[config.mk]
export PLATFORM = sky130hd
export DESIGN_NAME = instruction_fetch_unit_flat
export DESIGN_NICKNAME = d
export VERILOG_FILES = /design/src/rtl/instruction_fetch_unit_if.sv /design/src/rtl/instruction_fetch_unit.sv /design/src/flat_wrapper.sv
export SDC_FILE = /design/constraint.sdc
export NUM_CORES = 1
export LEC_CHECK = 0
export BUFFER_PORTS_ARGS = -buffer_cell sky130_fd_sc_hd__buf_2
export CAP_MARGIN = 0
export CORE_MARGIN = 2
export CORE_UTILIZATION = 38
export CTS_CLUSTER_DIAMETER = 150
export DETAILED_ROUTE_END_ITERATION = 6
export PLACE_DENSITY_LB_ADDON = 0.15
export SLEW_MARGIN = 30
export SYNTH_ARGS = -nofsm -noshare
export SYNTH_HDL_FRONTEND = slang
export SYNTH_SLANG_ARGS = --single-unit
[constraint.sdc]
create_clock -name Clk -period 2.74 [get_ports Clk]
set_input_delay 0.548 -clock Clk [delete_from_list [all_inputs] [get_ports Clk]]
set_output_delay 0.548 -clock Clk [all_outputs]
set_load 0.01 [all_outputs]
[src/rtl/instruction_fetch_unit_if.sv]
// Fetch-side bundle: redirect/stall controls and instruction data in, PC and IF/ID out.
interface instruction_fetch_unit_if;
  logic        Stall;
  logic        Branch_Taken;
  logic [31:0] Branch_Target;
  logic        Jump;
  logic [25:0] Jump_Target;
  logic [31:0] Instr;
  logic [31:0] PC;
  logic [31:0] Instr_ID;
  logic [31:0] PCplus1_ID;
  logic        Valid_ID;
  logic        Halted;

  modport master (
    input  Stall, Branch_Taken, Branch_Target, Jump, Jump_Target, Instr,
    output PC, Instr_ID, PCplus1_ID, Valid_ID, Halted
  );
  modport slave (
    output Stall, Branch_Taken, Branch_Target, Jump, Jump_Target, Instr,
    input  PC, Instr_ID, PCplus1_ID, Valid_ID, Halted
  );
endinterface

[src/rtl/instruction_fetch_unit.sv]
// Word-addressed fetch stage: PC sequencing, branch/jump redirect, stall, IF/ID register,
// and a halt state when fetch runs off the end of instruction memory.
module instruction_fetch_unit #(
  parameter int RESET_PC  = 0,
  parameter int MEM_WORDS = 32
) (
  input logic                  Clk,
  input logic                  Reset_n,
  instruction_fetch_unit_if.master bus
);
  localparam logic [31:0] PC_RST = 32'(RESET_PC);
  localparam logic [31:0] LAST   = 32'(MEM_WORDS - 1);

  typedef enum logic [1:0] {BOOT, RUN, HALT} state_t;
  typedef struct packed {
    logic [31:0] instr;
    logic [31:0] pcp1;
    logic        valid;
  } ifid_t;

  state_t      state;
  ifid_t       ifid;
  logic [31:0] pc;
  logic        halted;
  logic        redirect;
  logic [31:0] tgt;
  logic        tgt_ok;

  // Branch outranks jump; jump keeps the upper PC bits of the instruction in decode.
  always_comb begin
    redirect = bus.Branch_Taken | bus.Jump;
    tgt      = bus.Branch_Taken ? bus.Branch_Target : {ifid.pcp1[31:26], bus.Jump_Target};
    tgt_ok   = (tgt <= LAST);
  end

  always_ff @(posedge Clk or negedge Reset_n) begin
    if (!Reset_n) begin
      state  <= BOOT;
      pc     <= PC_RST;
      ifid   <= '0;
      halted <= 1'b0;
    end else begin
      case (state)
        // One idle edge so memory has a negedge to present RESET_PC's word.
        BOOT: begin
          ifid   <= '0;
          state  <= RUN;
          halted <= 1'b0;
        end
        RUN: begin
          if (redirect) begin
            ifid <= '0;
            if (tgt_ok) pc <= tgt;
            else begin
              state  <= HALT;
              halted <= 1'b1;
            end
          end else if (!bus.Stall) begin
            ifid <= '{instr: bus.Instr, pcp1: pc + 32'd1, valid: 1'b1};
            if (pc == LAST) begin
              state  <= HALT;
              halted <= 1'b1;
            end else begin
              pc <= pc + 32'd1;
            end
          end
        end
        HALT: begin
          if (redirect) begin
            ifid <= '0;
            if (tgt_ok) begin
              pc     <= tgt;
              state  <= RUN;
              halted <= 1'b0;
            end
          end else if (!bus.Stall) begin
            ifid <= '0;
          end
        end
        default: begin
          state  <= BOOT;
          ifid   <= '0;
          halted <= 1'b0;
        end
      endcase
    end
  end

  assign bus.PC         = pc;
  assign bus.Instr_ID   = ifid.instr;
  assign bus.PCplus1_ID = ifid.pcp1;
  assign bus.Valid_ID   = ifid.valid;
  assign bus.Halted     = halted;
endmodule

[src/flat_wrapper.sv]
// flat-port wrapper written by rule: the top's interface ports become plain ports
module instruction_fetch_unit_flat 
#(
  parameter int RESET_PC  = 0,
  parameter int MEM_WORDS = 32
)
  (Clk, Reset_n, bus_Stall, bus_Branch_Taken, bus_Branch_Target, bus_Jump, bus_Jump_Target, bus_Instr, bus_PC, bus_Instr_ID, bus_PCplus1_ID, bus_Valid_ID, bus_Halted);
  instruction_fetch_unit_if bus_i ();
  input logic Clk;
  input logic Reset_n;
  input wire logic [$bits(bus_i.Stall)-1:0] bus_Stall;
  input wire logic [$bits(bus_i.Branch_Taken)-1:0] bus_Branch_Taken;
  input wire logic [$bits(bus_i.Branch_Target)-1:0] bus_Branch_Target;
  input wire logic [$bits(bus_i.Jump)-1:0] bus_Jump;
  input wire logic [$bits(bus_i.Jump_Target)-1:0] bus_Jump_Target;
  input wire logic [$bits(bus_i.Instr)-1:0] bus_Instr;
  output wire logic [$bits(bus_i.PC)-1:0] bus_PC;
  output wire logic [$bits(bus_i.Instr_ID)-1:0] bus_Instr_ID;
  output wire logic [$bits(bus_i.PCplus1_ID)-1:0] bus_PCplus1_ID;
  output wire logic [$bits(bus_i.Valid_ID)-1:0] bus_Valid_ID;
  output wire logic [$bits(bus_i.Halted)-1:0] bus_Halted;
  assign bus_i.Stall = bus_Stall;
  assign bus_i.Branch_Taken = bus_Branch_Taken;
  assign bus_i.Branch_Target = bus_Branch_Target;
  assign bus_i.Jump = bus_Jump;
  assign bus_i.Jump_Target = bus_Jump_Target;
  assign bus_i.Instr = bus_Instr;
  assign bus_PC = bus_i.PC;
  assign bus_Instr_ID = bus_i.Instr_ID;
  assign bus_PCplus1_ID = bus_i.PCplus1_ID;
  assign bus_Valid_ID = bus_i.Valid_ID;
  assign bus_Halted = bus_i.Halted;
  instruction_fetch_unit #(.RESET_PC(RESET_PC), .MEM_WORDS(MEM_WORDS)) u_core (.Clk(Clk), .Reset_n(Reset_n), .bus(bus_i));
endmodule
==> run metrics, run 1 <==
#FFs+latches synth 99; Post-Place Worst Slack 0.210 ns; Vias/cell 5.30; Switching Share 33.6%; Unique masters post-synth 57; CP Max Fanout 9; part of the power in registers 42.7%; die width 120 um; met2 Use GR 32.0%; worst vdd ir 273 uV; Bufs on Longest Clock Path 2; Final min period 2.39 ns; total track usage 20.5%; status finished clean; Main synth FF type dfrtp_1; largest net degree at the start of global routing 52; Post-synth ARST share 100%; Clock Power Share 32.2%; CTS Hold Buffers Added 0; logic gate share of total power 25.0%; fmax 419 MHz; clock sinks 99; Int Pwr 0.00255 W; syn nets 608; Die H 120 um; I/O pin total 193; P&R area growth vs syn 26.8%; Max Slew Vio Count 0; Synth Cell Area 5090 sq um; # port buffers 192; FILL cells 1267; sequential area share after synthesis 48.7%; P_leak 3.36 nW; critical path class reg -> reg; Die ar. 14300 sq um; drt drc 0; Max-Cap Viols 0; CP cell instances ha_1 -> and4_1 -> nand4_1 -> o31ai_1 -> a2bb2oi_1 -> buf_4 -> a2111oi_0 -> a221oi_1; Hold Fails Final Rpt 0; Starting Density 38.8%; H-tree Lvls 3; Worst Skew 0.0134 ns; Post-synth EDFFs 0; largest cells by area after synthesis dfrtp_1 49%, a22o_1 5.7%, o21ai_0 4.4%; total CTS buffers 9; ratio of cells with drive above 1 in the final layout 35.4%; worst hold path type in -> async; first-pass GRT wire length 23.3 mm; WP buf/inv 1; M1 GR Usage 29.0%; Top delay family on crit path compound AO/OA/AOI/OAI gates; HPWL after DPL 10.5 mm; Final setup viols 0; CTS tree built; Util after Layout 49.2%; GR peak layer met2; initial antenna violation count 0; RSZ-0062 raised after global routing false; ANT cells 0; post-route setup slack 0.354 ns; cts repair resizes 0; P_sw 0.00129 W; Least-Margin Pin Slew 0.621 ns; postcts setup bufs 0; core region area 13100 sq um; Synth top area share 48.7%; Power Dens Cells 595 nW/um^2; slowest CP cell a2111oi_0; Final Cycle Share 87.1%; commonest cells in the netlist 99 x dfrtp_1, 58 x nand2_1, 45 x o21ai_0, 36 x nor2_1, 33 x a22o_1; Startpoint Class flop; CP peak stage delay 0.59 ns; row count 42; TNS Setup 0 ns; grt ovf 0; Routed WL 14.5 mm; CP Data Arrival Time 2.59 ns; Yosys warning count 0; cells after synthesis 509; Antenna Nets Post-Route 0; most frequent cell after synthesis dfrtp_1; 1st-iter DRT viols 224; Syn Area/Cell 10.0 sq um; drt first pass iters 4; Clock Tree Root clkbuf_16; clk slew on worst S/H paths 0.08 ns; biggest area consumer among synthesized cells dfrtp_1; max_slew headroom 57.5%; Avg WL per Cell 16.6 um; Nets 792; Req. time, crit path 2.94 ns; Pwr Total 0.00384 W; Clock Latency Late Sink 0.36 ns; detailed-route via count 4632; gpl congestion 0.810; met3 Use GR 3.52%; vias in the first global route 4334; CP Capture Type flop
routing by layer:
metal | part of all wire (%) | routed length (um)
met5 | 0 | 0
met4 | 1.4 | 206
met3 | 5.8 | 842
met2 | 47 | 6770
met1 | 46 | 6720
metrics by stage:
step / hold WS [ns] / std cells / instance area (sq um)
CTS: 0.189 / 874 / 6460
detailed placement: 0.468 / 858 / 6180
finish: 0.179 / 874 / 6460
global route: 0.218 / 874 / 6460
floorplan: 0.252 / 509 / 5090
global placement: 0.460 / 858 / 6180
worst paths after layout:
path                                                        from                                    end  slack, ns  depth (start not counted)
setup / recovery                    u_core.bus.PC[1]$_DFFE_PN0P_           u_core.bus.PC[3]$_DFFE_PN0P_       0.35                          8
hold / removal                                           Reset_n     u_core.bus.Instr_ID[9]$_DFFE_PN0P_       0.18                          1
setup reg to reg                    u_core.bus.PC[1]$_DFFE_PN0P_           u_core.bus.PC[3]$_DFFE_PN0P_       0.35                          8
hold reg to reg            u_core.bus.PCplus1_ID[15]$_DFFE_PN0P_  u_core.bus.PCplus1_ID[15]$_DFFE_PN0P_       0.48                          2
max in group asynchronous                                Reset_n            u_core.state[0]$_DFFE_PN0P_       1.87                          2
min in group Clk                                    bus_Instr[3]     u_core.bus.Instr_ID[3]$_DFFE_PN0P_       0.41                          2
state kept, by name (all words and copies together) (netlist names):
register and flops:
u_core.bus.PCplus1_ID 32, u_core.bus.Instr_ID 32, u_core.bus.PC 32, u_core.bus.Valid_ID 1, u_core.state 1, u_core.bus.Halted 1
power by group through the flow:
| stage | Sequential, W | Clock (W) | Combinational [W] |
|---|---|---|---|
| after floorplan | 0.00167 | 0 | 0.000585 |
| after global placement | 0.00167 | 0 | 0.000948 |
| after detailed placement | 0.00167 | 0 | 0.000968 |
| after CTS | 0.00164 | 0.00128 | 0.000971 |
| after global routing | 0.00166 | 0.00134 | 0.00105 |
| final | 0.00164 | 0.00124 | 0.000961 |
kinds of logic after synthesis:
logic type,synth area share (%)
and+or+nand+nor,19.8
DFF,48.7
adders and majority gates,0.983
buffers and inverters,6.49
AOI/OAI and AO/OA,18.2
muxes,0.786
xor gates and xnor gates,5.16
cell usage in the layout (no fill, tap or decap), types with 4 or more instances in the layout:
cell type / synthesis / routed
buf_4: 4 / 22
a22o_1: 33 / 33
mux2i_1: 4 / 4
and3_1: 17 / 17
a21oi_1: 6 / 5
clkbuf_16: 0 / 9
nand3_1: 17 / 17
xor2_1: 16 / 16
dfrtp_1: 99 / 99
xnor2_1: 14 / 14
and4_1: 4 / 4
nor2_1: 36 / 35
ha_1: 4 / 4
buf_2: 4 / 191
nand2_1: 58 / 58
a211oi_1: 4 / 4
nor4_1: 17 / 17
nand4_1: 10 / 10
inv_1: 10 / 10
o31ai_1: 9 / 9
nor3_1: 10 / 9
a221o_1: 15 / 15
o21ai_0: 45 / 45
inv_6: 0 / 4
cell type report:
cell class / count / area [sq um] / share of cell area [%]
clock buffers: 9 / 225 / 3.49
clock inverters: 7 / 56.3 / 0.872
inverters: 10 / 37.5 / 0.581
multi-input cells: 359 / 2300 / 35.6
flip-flops and latches: 99 / 2480 / 38.4
well taps: 176 / 220 / 3.41
repair buffers: 214 / 1140 / 17.7
worst register-to-register path, delay by kind of cell (launching register included):
family | cells | cell delay, ns
and+or+nand+nor | 2 | 0.39
DFF | 1 | 0.42
AOI/OAI and AO/OA | 4 | 0.97
buffers and inverters | 1 | 0.20
adders and majority gates | 1 | 0.26
Note: power is estimated with default switching activity, not from simulation.
==> inputs of run 2 (changes only) <==
--- a/config.mk
+++ b/config.mk
@@ -7,8 +7,10 @@
 export LEC_CHECK = 0
 export BUFFER_PORTS_ARGS = -buffer_cell sky130_fd_sc_hd__buf_2
 export CAP_MARGIN = 0
+export CELL_PAD_IN_SITES_DETAIL_PLACEMENT = 1
+export CELL_PAD_IN_SITES_GLOBAL_PLACEMENT = 1
 export CORE_MARGIN = 2
-export CORE_UTILIZATION = 38
+export CORE_UTILIZATION = 37
 export CTS_CLUSTER_DIAMETER = 150
 export DETAILED_ROUTE_END_ITERATION = 6
 export PLACE_DENSITY_LB_ADDON = 0.15
==> run 2 against run 1 <==
  * Via count increased by 0.39%
  * Clock power about the same
  * Sequential cell count unchanged
  * Sequential share of layout area decreased by 0.15 points
  * Maximum frequency decreased by 4.7%
  * Non-clock buffer count increased by 3
  * Critical path type unchanged
  * Largest power group unchanged
==> run metrics, run 2 (synthesis gave the netlist of run 1 again) <==
status finished clean; core region area 13300 sq um (+1.6%); Die ar. 14700 sq um (+2.6%); Startpoint Class flop; Bufs on Longest Clock Path 2 (unchanged); CTS Hold Buffers Added 0 (unchanged); Worst Skew 0.00763 ns (-0.00576 ns); sequential cell area 2480 sq um (unchanged); largest net degree at the start of global routing 100 (+92%); commonest cells after routing, fill and taps aside 191 x buf_2, 99 x dfrtp_1, 58 x nand2_1; Req. time, crit path 2.94 ns (about the same); FILL cells 1596 (+26%); Post-Place Worst Slack 0.184 ns (-0.0254 ns); CTS tree built; Routed WL 15.6 mm (+7.4%); CP cell instances ha_1 -> and4_1 -> nand4_1 -> o31ai_1 -> a2bb2oi_1 -> buf_4 -> a2111oi_0 -> a221oi_1; detailed-route via count 4650 (+0.39%); Util after Layout 48.6% (-0.59 points); drt first pass iters 4 (unchanged); CP Max Fanout 9 (unchanged); P_sw 0.00131 W (+1.6%); clk slew on worst S/H paths 0.07 ns (about the same); Final min period 2.50 ns (+0.118 ns); Switching Share 33.9% (+0.23 points); CP peak stage delay 0.65 ns (+0.06 ns); Int Pwr 0.00257 W (+0.57%); P_leak 3.37 nW (+0.36%); slowest CP cell a2111oi_0; post-route setup slack 0.236 ns (-0.118 ns); ANT cells 0 (unchanged); grt ovf 0 (unchanged); total track usage 21.8% (+1.3 points); Final Cycle Share 91.4% (+4.3 points); worst hold slack 0.198 ns (+0.0187 ns); worst vdd ir 300 uV (+9.6%); # port buffers 192 (unchanged); commonest non-fill, non-tap cell in the layout buf_2; CP Data Arrival Time 2.70 ns (+0.11 ns); vias in the first global route 4821 (+11%); Top Metal Used met4; critical path class reg -> reg; ratio of cells with drive above 1 in the final layout 35.7% (+0.28 points); Clock Latency Late Sink 0.36 ns (about the same); die width 121 um (+1.3%); max_slew headroom 52.0% (-5.6 points); CP Capture Type flop; clock sinks 99 (unchanged); Antenna Nets Post-Route 0 (unchanged); part of the power in registers 42.1% (-0.6 points); cts repair resizes 0 (unchanged); 1st-iter DRT viols 179 (-20%); Max Slew Vio Count 0 (unchanged); Clock Power Share 32.2% (about the same); drt drc 0 (unchanged); met2 routed WL 7.55 mm (+12%); Avg WL per Cell 17.8 um (+7.0%); P&R area growth vs syn 27.3%; logic gate share of total power 25.7% (+0.7 points); Nets 795 (+0.38%); fmax 399 MHz (-4.7%); Area after DPL 6200 sq um (+0.36%); first-pass GRT wire length 25.2 mm (+8.1%); initial antenna violation count 0 (unchanged); RSZ-0062 raised after global routing false; I/O pin total 193 (unchanged); Power Dens Cells 598 nW/um^2 (+0.53%); Die H 121 um (+1.3%); TNS Setup 0 ns (unchanged); Final Cell Area 6480 sq um (+0.39%); gpl congestion 0.832 (+2.8%); postcts setup bufs 0 (unchanged); WL met3 948 um (+13%); Least-Margin Pin Slew 0.702 ns (+0.0814 ns); Clock Tree Root clkbuf_16; row count 42 (unchanged); Final setup viols 0 (unchanged); area of the multi-input gates 2300 sq um (unchanged); Hold Fails Final Rpt 0 (unchanged); Max-Cap Viols 0 (unchanged); H-tree Lvls 3 (unchanged); wl on met1 6.90 mm (+2.7%); HPWL after DPL 11.5 mm (+9.7%); Vias/cell 5.30 (about the same); total CTS buffers 9 (unchanged); Starting Density 38.1% (-0.61 points); worst hold path type in -> async
-- run 2: cell types whose count changed in the layout (fill, tap and decap cells not counted) --
cell / before / now
buf_4: 22 / 25
clkinv_2: 2 / 1
clkinv_4: 0 / 1
clkinvlp_4: 0 / 1
inv_6: 4 / 3
-- run 2: layout make-up --
cell class	count	area share, %
Clock inverter	7	0.907
Inverter	10	0.579
Tap cell	176	3.40
Timing Repair Buffer	217	18.0
Sequential cell	99	38.2
Multi-Input combinational cell	359	35.5
Clock buffer	9	3.47
-- run 2: final timing paths --
| check | end | start | slack, ns | cells after the start |
|---|---|---|---|---|
| hold / removal | u_core.bus.Instr_ID[17]$_DFFE_PN0P_ | Reset_n | 0.20 | 2 |
| setup reg to reg | u_core.bus.PC[3]$_DFFE_PN0P_ | u_core.bus.PC[1]$_DFFE_PN0P_ | 0.24 | 8 |
| setup / recovery | u_core.bus.PC[3]$_DFFE_PN0P_ | u_core.bus.PC[1]$_DFFE_PN0P_ | 0.24 | 8 |
| min in group Clk | u_core.bus.Instr_ID[27]$_DFFE_PN0P_ | bus_Instr[27] | 0.40 | 2 |
| hold reg to reg | u_core.bus.Valid_ID$_DFFE_PN0P_ | u_core.bus.Valid_ID$_DFFE_PN0P_ | 0.47 | 2 |
| max in group asynchronous | u_core.bus.PCplus1_ID[17]$_DFFE_PN0P_ | Reset_n | 2.06 | 2 |
-- run 2: power groups by stage --
stage               Clock, W  Combinational [W]  Sequential (W)
finish               0.00125           0.000998         0.00163
global route         0.00135            0.00110         0.00165
CTS                  0.00129            0.00101         0.00163
detailed placement         0            0.00101         0.00166
global placement           0           0.000986         0.00166
floorplan                  0           0.000585         0.00167
-- run 2: layer usage --
layer / track usage, % / up-vias
met3: 5.59 / 18
met1: 28.6 / 2288
met2: 35.9 / 124
li1: - / 2220
met4: 5.68 / 0
met5: 0 / -
-- run 2: worst max-delay path, delay by kind of cell (launching register included) --
| kind | cells | cell delay (ns) |
|---|---|---|
| AOI/OAI and AO/OA | 4 | 1.05 |
| DFF | 1 | 0.43 |
| adders and majority gates | 1 | 0.28 |
| buffers and inverters | 1 | 0.20 |
| and+or+nand+nor | 2 | 0.39 |
-- run 2: through the flow --
step | power [W] | instances
2_1_floorplan | 0.00226 | 509
3_3_place_gp | 0.00264 | 861
3_5_place_dp | 0.00267 | 861
4_1_cts | 0.00394 | 877
5_1_grt | 0.00410 | 877
6_report | 0.00388 | 877
==> inputs of run 3 (changes only) <==
--- a/config.mk
+++ b/config.mk
@@ -6,7 +6,7 @@
 export NUM_CORES = 1
 export LEC_CHECK = 0
 export BUFFER_PORTS_ARGS = -buffer_cell sky130_fd_sc_hd__buf_2
-export CAP_MARGIN = 0
+export CAP_MARGIN = 20
 export CELL_PAD_IN_SITES_DETAIL_PLACEMENT = 1
 export CELL_PAD_IN_SITES_GLOBAL_PLACEMENT = 1
 export CORE_MARGIN = 2
==> constraint.sdc (replaced) <==
create_clock -name Clk -period 2.74 [get_ports Clk]
set_input_delay 0.274 -clock Clk [delete_from_list [all_inputs] [get_ports Clk]]
set_output_delay 0.274 -clock Clk [all_outputs]
set_load 0.01 [all_outputs]
==> run 3 against run 2 <==
  * Power up 6.9%
  * Cell count down 0.34%
  * Sequential cell count unchanged
  * Clock power up 18%
  * Critical path depth down 2
  * Maximum frequency down 3.1%
  * Largest power group unchanged
  * Register-to-register slack worse by 0.08 ns
  * First-iteration DRC count up 16%
  * Clock-buffer cell count up 1
  * Via count up 1.2%
  * Highest routed layer unchanged
==> run metrics, run 3 (synthesis gave the netlist of run 1 again) <==
core region area 13300 sq um (unchanged); Hold Fails Final Rpt 0 (unchanged); drt first pass iters 4 (unchanged); Least-Margin Pin Slew 0.639 ns (-0.0635 ns); hold path endpoint u_core.bus.Instr_ID[29]$_DFFE_PN0P_; Reg2Reg Setup Slack 0.16 ns (-0.08 ns); Worst Skew 0.0103 ns (+0.00269 ns); CTS tree built; RSZ-0062 raised after global routing false; clock sinks 99 (unchanged); Die H 121 um (unchanged); gpl congestion 0.877 (+5.3%); Req. time, crit path 2.99 ns (+0.05 ns); Max Slew Vio Count 0 (unchanged); Area after DPL 6170 sq um (-0.48%); Startpoint Class flop; Clock Tree Root clkbuf_16; largest net degree at the start of global routing 48 (-52%); Final Cycle Share 94.3% (+3.0 points); status finished clean; Final Cell Area 6530 sq um (+0.79%); Clock Latency Late Sink 0.36 ns (about the same); sequential cell area 2480 sq um (unchanged); clk slew on worst S/H paths 0.07 ns (about the same); P_leak 3.39 nW (+0.51%); Max-Cap Viols 0 (unchanged); Final setup viols 0 (unchanged); Avg WL per Cell 18.8 um (+5.5%); grt ovf 0 (unchanged); Nets 792 (-0.38%); detailed-route via count 4706 (+1.2%); FF-to-FF Start u_core.bus.PC[2]$_DFFE_PN0P_; max_slew headroom 57.4% (+5.4 points); Starting Density 38.1% (unchanged); die width 121 um (unchanged); commonest cells after routing, fill and taps aside 191 x buf_2, 99 x dfrtp_1, 58 x nand2_1; ratio of cells with drive above 1 in the final layout 35.5% (-0.13 points); worst hold slack 0.135 ns (-0.0621 ns); Final min period 2.58 ns (+0.0814 ns); H-tree Lvls 3 (unchanged); Power Dens Cells 635 nW/um^2 (+6.0%); FILL cells 1612 (+1.0%); hold path depth 2; Worst Reg-to-Reg Cells 6 (-2); commonest non-fill, non-tap cell in the layout buf_2; HPWL after DPL 12.0 mm (+4.0%); worst vdd ir 308 uV (+2.6%); worst hold path type in -> reg; total track usage 22.6% (+0.86 points); I/O pin total 193 (unchanged); area of the multi-input gates 2310 sq um (+0.49%); # port buffers 192 (unchanged); drt drc 0 (unchanged); row count 42 (unchanged); initial antenna violation count 0 (unchanged); first-pass GRT wire length 26.2 mm (+4.2%); Hold Crit Start bus_Instr[29]; 1st-iter DRT viols 208 (+16%); Bufs on Longest Clock Path 2 (unchanged); Pwr Total 0.00415 W (+6.9%); CP Data Arrival Time 2.83 ns (+0.13 ns); TNS Setup 0 ns (unchanged); vias in the first global route 4908 (+1.8%); P&R area growth vs syn 28.3%; Antenna Nets Post-Route 0 (unchanged); ANT cells 0 (unchanged); total CTS buffers 9 (unchanged); worst r2r dst u_core.bus.PC[27]$_DFFE_PN0P_; CP Max Fanout 10 (+1); Routed WL 16.4 mm (+5.2%); postcts setup bufs 0 (unchanged); critical path class reg -> reg; CP Capture Type flop; Util after Layout 49.0% (+0.38 points); Die ar. 14700 sq um (unchanged); Vias/cell 5.38 (+1.6%); fmax 387 MHz (-3.1%)
-- run 3: worst max-delay path: stages (launching register included) --
cell and delay (ns):
dfrtp_1 0.53, and3_2 0.28, nand3_1 0.29, nor4_4 0.61, nand3_1 0.26, and3_1 0.25, a211o_1 0.25
-- run 3: what timing repair did --
item | in CTS | in global routing
hold endpoints to repair | 44 | 0
endpoints found under the setup margin | 0 | 19
gates resized for setup | 0 | 2
hold buffers | 1 | 0
-- run 3: power breakdown --
part	total [W]	internal (W)	switching [W]
logic	0.00102	0.000394	0.000625
clock network	0.00147	0.000847	0.000619
registers	0.00166	0.00155	0.000116
total	0.00415	0.00279	0.00136
-- run 3: through the flow --
step	cells	worst slack (ns)
after CTS	874	0.134
final	874	0.155
after detailed placement	857	0.180
after floorplan	509	0.488
after global routing	874	0.00448
after global placement	857	0.234
-- run 3: metal layers --
layer  part of all wire, %  GRT usage [%]  vias up
li1                      -              -     2229
met1                    46           31.0     2339
met2                    48           37.5      123
met3                   5.3           3.10       15
met4                   1.3           6.54        0
met5                     0              0        -
-- run 3: worst max-delay path by stage --
stage | cells past startpoint | end | from | slack [ns]
floorplan | 7 | u_core.bus.PC[19]$_DFFE_PN0P_ | u_core.bus.Halted$_DFFE_PN0P_ | 0.49
global placement | 6 | u_core.bus.PC[27]$_DFFE_PN0P_ | u_core.bus.PC[2]$_DFFE_PN0P_ | 0.23
detailed placement | 8 | u_core.bus.PC[3]$_DFFE_PN0P_ | u_core.bus.PC[0]$_DFFE_PN0P_ | 0.18
CTS | 8 | u_core.bus.PC[3]$_DFFE_PN0P_ | u_core.bus.PC[0]$_DFFE_PN0P_ | 0.13
global route | 6 | u_core.bus.PC[27]$_DFFE_PN0P_ | u_core.bus.PC[2]$_DFFE_PN0P_ | 0.004
finish | 6 | u_core.bus.PC[27]$_DFFE_PN0P_ | u_core.bus.PC[2]$_DFFE_PN0P_ | 0.16
-- run 3: area by class of cell --
cell class	count	area share, %
Clock buffer	10	3.66
Sequential cell	99	37.9
Clock inverter	6	1.61
Tap cell	176	3.37
Timing Repair Buffer	214	17.5
Multi-Input combinational cell	359	35.4
Inverter	10	0.574
